$ cat src/rtl/lane_serializer.sv
// Lane serializer: captures an N-lane vector plus mask and emits the masked lanes one beat
// at a time in ascending order. Optional out_par port under LANE_SERIALIZER_PARITY_EN.
module lane_serializer #(
    parameter int unsigned N = 4,
    parameter int unsigned W = 64
) (
    input  logic                     clk,
    input  logic                     rst_n,
    input  logic                     in_valid,
    output logic                     in_ready,
    input  logic [W-1:0]             iv [N],
    input  logic [N-1:0]             in_mask,
    output logic                     out_valid,
    input  logic                     out_ready,
    output logic [W-1:0]             out_data,
    output logic [$clog2(N)-1:0]     out_lane,
`ifdef LANE_SERIALIZER_PARITY_EN
    output logic                     out_par,
`endif
    output logic                     out_last
);

    localparam int unsigned LW = $clog2(N);

    typedef enum logic {
        StIdle,
        StSend
    } state_e;

    state_e          r_state;
    state_e          w_state_nxt;
    logic [LW-1:0]   r_ptr;
    logic [LW-1:0]   w_ptr_nxt;
    logic [N-1:0]    r_mask;
    logic [W-1:0]    r_buf [N];

    logic [LW-1:0]   w_first;
    logic [LW-1:0]   w_next;
    logic            w_last;
    logic            w_send;
    logic            w_pop;
    logic            w_accept;

    // Lowest set bit of the incoming mask, and next set bit above ptr in the buffered mask.
    always_comb begin
        w_first = '0;
        w_next  = r_ptr;
        w_last  = 1'b1;
        for (int i = int'(N) - 1; i >= 0; i--) begin
            if (in_mask[i]) begin
                w_first = LW'(i);
            end
            if (r_mask[i] && (LW'(i) > r_ptr)) begin
                w_next = LW'(i);
                w_last = 1'b0;
            end
        end
    end

    assign w_send   = (r_state == StSend);
    assign w_pop    = w_send && out_ready;
    assign in_ready = !w_send || (out_ready && w_last);
    assign w_accept = in_valid && in_ready;

    always_comb begin
        w_state_nxt = r_state;
        w_ptr_nxt   = r_ptr;
        if (w_accept) begin
            // Covers both the idle case and back-to-back acceptance on the last beat.
            if (in_mask == '0) begin
                w_state_nxt = StIdle;
            end else begin
                w_state_nxt = StSend;
                w_ptr_nxt   = w_first;
            end
        end else if (w_pop) begin
            if (w_last) begin
                w_state_nxt = StIdle;
            end else begin
                w_ptr_nxt = w_next;
            end
        end
    end

    always_ff @(posedge clk or negedge rst_n) begin
        if (!rst_n) begin
            r_state <= StIdle;
            r_ptr   <= '0;
            r_mask  <= '0;
            for (int i = 0; i < int'(N); i++) begin
                r_buf[i] <= '0;
            end
        end else begin
            r_state <= w_state_nxt;
            r_ptr   <= w_ptr_nxt;
            if (w_accept) begin
                r_mask <= in_mask;
                r_buf  <= iv;
            end
        end
    end

    assign out_valid = w_send;
    assign out_data  = w_send ? r_buf[r_ptr] : '0;
    assign out_lane  = r_ptr;
    assign out_last  = w_send && w_last;

`ifdef LANE_SERIALIZER_PARITY_EN
    assign out_par = ^out_data;
`endif

endmodule

$ cat config.mk
export PLATFORM = sky130hd
export DESIGN_NAME = lane_serializer
export DESIGN_NICKNAME = d
export VERILOG_FILES = /design/src/rtl/lane_serializer.sv
export SDC_FILE = /design/constraint.sdc
export NUM_CORES = 1
export LEC_CHECK = 0
export CORE_MARGIN = 5
export CORE_UTILIZATION = 40
export CTS_CLUSTER_DIAMETER = 50
export DETAILED_ROUTE_END_ITERATION = 10
export PLACE_DENSITY = 0.68
export SLEW_MARGIN = 40
export SYNTH_ARGS = -nofsm -noshare
export SYNTH_HDL_FRONTEND = slang
export SYNTH_SLANG_ARGS = --single-unit
export TNS_END_PERCENT = 100
$ cat constraint.sdc
create_clock -name clk -period 2.74 [get_ports clk]
set_input_delay 0.548 -clock clk [delete_from_list [all_inputs] [get_ports clk]]
set_output_delay 0.548 -clock clk [all_outputs]
set_load 0.1 [all_outputs]
# After elaboration in Yosys (flattened, before gate mapping)
# Cells that the tools add are included.
[word_totals]
reg_bits = 263
input_bits = 264
word_cells = 55
[op_classes]
order_cmp = 5
eq_ne = 2
muxes = 24
n_bitwise = 1
reduce_logical = 16
[ops]
columns = ["op", "n"]
rows = [
  ["2-to-1 mux 64 bit", 3],
  ["binary-select mux 64 bit (select 2 bit)", 1],
  ["2-to-1 mux 2 bit", 12],
  ["logical AND 1 bit", 8],
  ["2-to-1 mux 1 bit", 8],
  ["nonzero test 5 bit", 1],
  ["greater-than comparator 1 x 2 -> 1 bit, first input constant", 2],
  ["greater-than comparator 2 bit, first input constant", 2],
  ["zero test 4 bit", 1],
  ["AND reduction 4 bit", 1],
  ["nonzero test 2 bit", 2],
  ["greater-or-equal comparator 3 bit, second input constant", 1],
  ["NOT 2 -> 3 bit", 1],
  ["inequality test 2 x 1 -> 1 bit, second input constant", 1],
  ["inequality test 2 bit, second input constant", 1],
  ["AND reduction 2 bit", 1],
  ["zero test 1 bit", 1],
  ["logical OR 1 bit", 1],
]

# Depth between registers and ports, before layout
[depth]
depth_word = 11
mapped_depth = 9

# Worst setup path after synthesis
# OpenSTA, ideal clock, no wires.
[synth_timing]
kind = "register to output"
from = "register r_ptr[0], in the netlist out_lane[0]"
to = "output out_data[16]"
t_arrival_ns = 2.743
required_time_ns = 2.192
path_slack_ns = -0.551
stages_incl_launch_ff = 6
path_buffers = 3
path_cell_list = "dfrtp_1 > buf_2 > buf_2 > buf_2 > mux4_2 > and2_1"
[synth_between]
elab_chain_cells = 5
[synth_lines]
columns = ["item", "line", "source"]
rows = [
  ["from (decl)", "32", "logic [LW-1:0] r_ptr;"],
  ["from (signal assigned)", "95", "r_ptr <= w_ptr_nxt;"],
  ["NOT 2 -> 3 bit (not written as such)", "104", "assign out_data = w_send ? r_buf[r_ptr] : '0;"],
  ["binary-select mux 64 bit (select 2 bit)", "104", ""],
  ["2-to-1 mux 64 bit (not written as such) (2 in series)", "104", ""],
  ["2-to-1 mux 64 bit", "104", ""],
  ["to (decl)", "15", "output logic [W-1:0] out_data,"],
]
# No other way between the ends. The select of a mux whose other input is x is not followed.

# Final worst setup path
[layout_timing]
from = "register r_ptr[0], in the netlist out_lane[0]"
to = "output out_data[63]"
# The elaborated chain is that of the path after synthesis.

==> metrics.csv <==
metric,value,unit
status,finished clean,
"antenna viol nets, final",0,
cells taking the most area after synthesis,"dfrtp_1 52%, mux2_4 21%, mux4_2 12%",
number of global-route vias before repair,8735,
final worst setup slack,0.0223,ns
Post-synth top flop,dfrtp_1,
Max-Cap Viols,0,
crit path DAT,2.17,ns
PortBufs,332,
Setup Crit Path Kind,flip-flop to output pin,
worst slew pin tran,0.670,ns
die area,34900,um^2
layout cells sized above 1,0.501,
Starting Density,0.407,
Worst-path clk slew,0.06,ns
asr flop ratio synth,1.00,
CTS tree,done,
maximum root-to-sink buffer count,3,
CP Capture Type,output pin,
FILL cells,2292,
crit-path max FO,8,
H-tree depth,2,
initial antenna violation count,3,
Setup Skew,0.0107,ns
Post-Syn Instances,729,
Final Hold Viols,0,
Startpoint Class,flip-flop,
RSZ-0062 raised after global routing,true,
Slew HR,0.553,
Post-Syn Area,12500,um^2
"top cells by count, synth","262 x dfrtp_1, 177 x mux2_4, 81 x mux2_2",
Hold Path Class,input pin to asynchronous set/reset pin,
WHS,0.0319,ns
WP data required,2.19,ns
min cycle time layout,2.72,ns
all-layer global routing usage,0.189,
first-pass GRT wire length,52.4,mm
post-route DRC violation count,0,
vias,7649,
Avg Inst Size Synth,17.2,um^2
clk sinks,262,
sequential share of the synthesized area,0.524,
GP Congestion,0.767,
GRT overflow,0,
DPL Wire Length,23.3,mm
pin count of the biggest net entering global routing,77,
Synth top area share,0.524,
WL/cell,22.0,um
TritonRoute pass-1 iters,6,
total CTS buffers,35,
Post-synth EDFFs,0,
post-synthesis register bit count,262,
DRT iter0 DRCs,344,
period utilisation layout,0.992,
synthesis-to-finish area growth,48.9,%
CTS root buf,clkbuf_16,
Die Y,187,um
routed vias/inst,5.08,
Yosys warnings,0,
"Net count, final",1350,
"Slew Viols, Final",0,
top cell type by total area after synthesis,dfrtp_1,
most frequent cell after synthesis,dfrtp_1,
"Core Util, Final",0.606,
core region area,30700,um^2
DIE WIDTH,187,um
drt total wl,33.2,mm
worst slack at placement,0.312,ns
Setup Viol. Count Final,0,
Rows,64,
clk_lat worst skew,0.49,ns
Mapped Nets,993,
cts hold-fix bufs,0,
Ports,333,
achievable frequency,368,MHz
Unique masters post-synth,28,
## layout make-up
cell class	count	area, um^2	area share
Tap cell	396	495	0.0266
Inverter	2	7.51	0.000403
Timing Repair Buffer	371	4660	0.250
Multi-Input combinational cell	414	5760	0.309
Clock buffer	50	1050	0.0566
Antenna cell	1	2.50	0.000134
Clock inverter	11	96.3	0.00517
Sequential cell	262	6570	0.352
## per-stage QoR
step	std cells	area (um^2)	TNS [ns]
floorplan	729	12600	-1.23
global placement	1437	17200	0
detailed placement	1437	17200	0
CTS	1504	18600	-0.349
global route	1507	18600	-0.777
finish	1507	18600	0
## critical path, stage by stage, from the launching register on
cell and delay [ns]:
dfrtp_4 0.47, buf_12 0.17, buf_16 0.15, mux4_2 0.52, and2_4 0.19, buf_12 0.16
## cells by family after synthesis
group,after synthesis,share of synthesized area
buffers and inverters,53,0.0300
AOI/OAI and AO/OA,13,0.00750
muxes,322,0.400
DFF,262,0.524
and+or+nand+nor,79,0.0382
## flip-flops by register name (all words and copies together) (netlist names)
register,count
r_buf,256
out_valid,1
out_lane,2
r_mask,3
## final timing paths
check / slack (ns) / startpoint / to / cells after the start
worst max register to register: 0.38 / out_lane[0]$_DFFE_PN0P_ / r_buf[0]$_DFFE_PN0P_ / 9
worst min-delay path: 0.03 / rst_n / r_buf[51]$_DFFE_PN0P_ / 1
worst min register to register: 0.50 / r_buf[4]$_DFFE_PN0P_ / r_buf[4]$_DFFE_PN0P_ / 1
min in group clk: 0.50 / r_buf[4]$_DFFE_PN0P_ / r_buf[4]$_DFFE_PN0P_ / 1
worst max-delay path: 0.02 / out_lane[0]$_DFFE_PN0P_ / out_data[63] / 5
max in group asynchronous: 1.93 / rst_n / r_buf[83]$_DFFE_PN0P_ / 2
## repair_timing
item | CTS | global route
setup buffers | 2 | 2
setup endpoints to repair | 43 | 62
pin swaps | 0 | 0
resized for setup | 32 | 38
gates cloned | 4 | 0
hold endpoints to repair | 0 | 0
## cell usage in the layout, fill, tap and decap left out, types with 2 or more instances in the layout
cell | synthesis | layout
inv_1 | 2 | 2
nand2_1 | 3 | 3
clkbuf_1 | 12 | 5
buf_12 | 0 | 87
mux2_4 | 177 | 177
nor2b_1 | 4 | 4
buf_16 | 0 | 6
clkdlybuf4s50_1 | 0 | 262
a31oi_1 | 2 | 2
mux2_2 | 81 | 81
buf_4 | 0 | 15
and2_4 | 0 | 63
mux4_2 | 64 | 64
a21oi_1 | 2 | 2
clkinvlp_4 | 0 | 5
and2_2 | 0 | 2
clkinv_2 | 0 | 4
clkbuf_8 | 0 | 8
clkbuf_16 | 0 | 37
dfrtp_4 | 0 | 2
o31a_1 | 2 | 2
dfrtp_1 | 262 | 259
nor2_1 | 3 | 3
## per-layer routing
metal  track usage  vias to the layer above  share of wire
met3        0.0633                       52          0.075
li1              -                     3387              -
met5             0                        -        0.00042
met4        0.0452                        4          0.019
met1         0.247                     3940           0.42
met2         0.307                      266           0.48
Power is not shown: default switching activity piles up to over one toggle a cycle in this logic, so the estimate is an artifact.
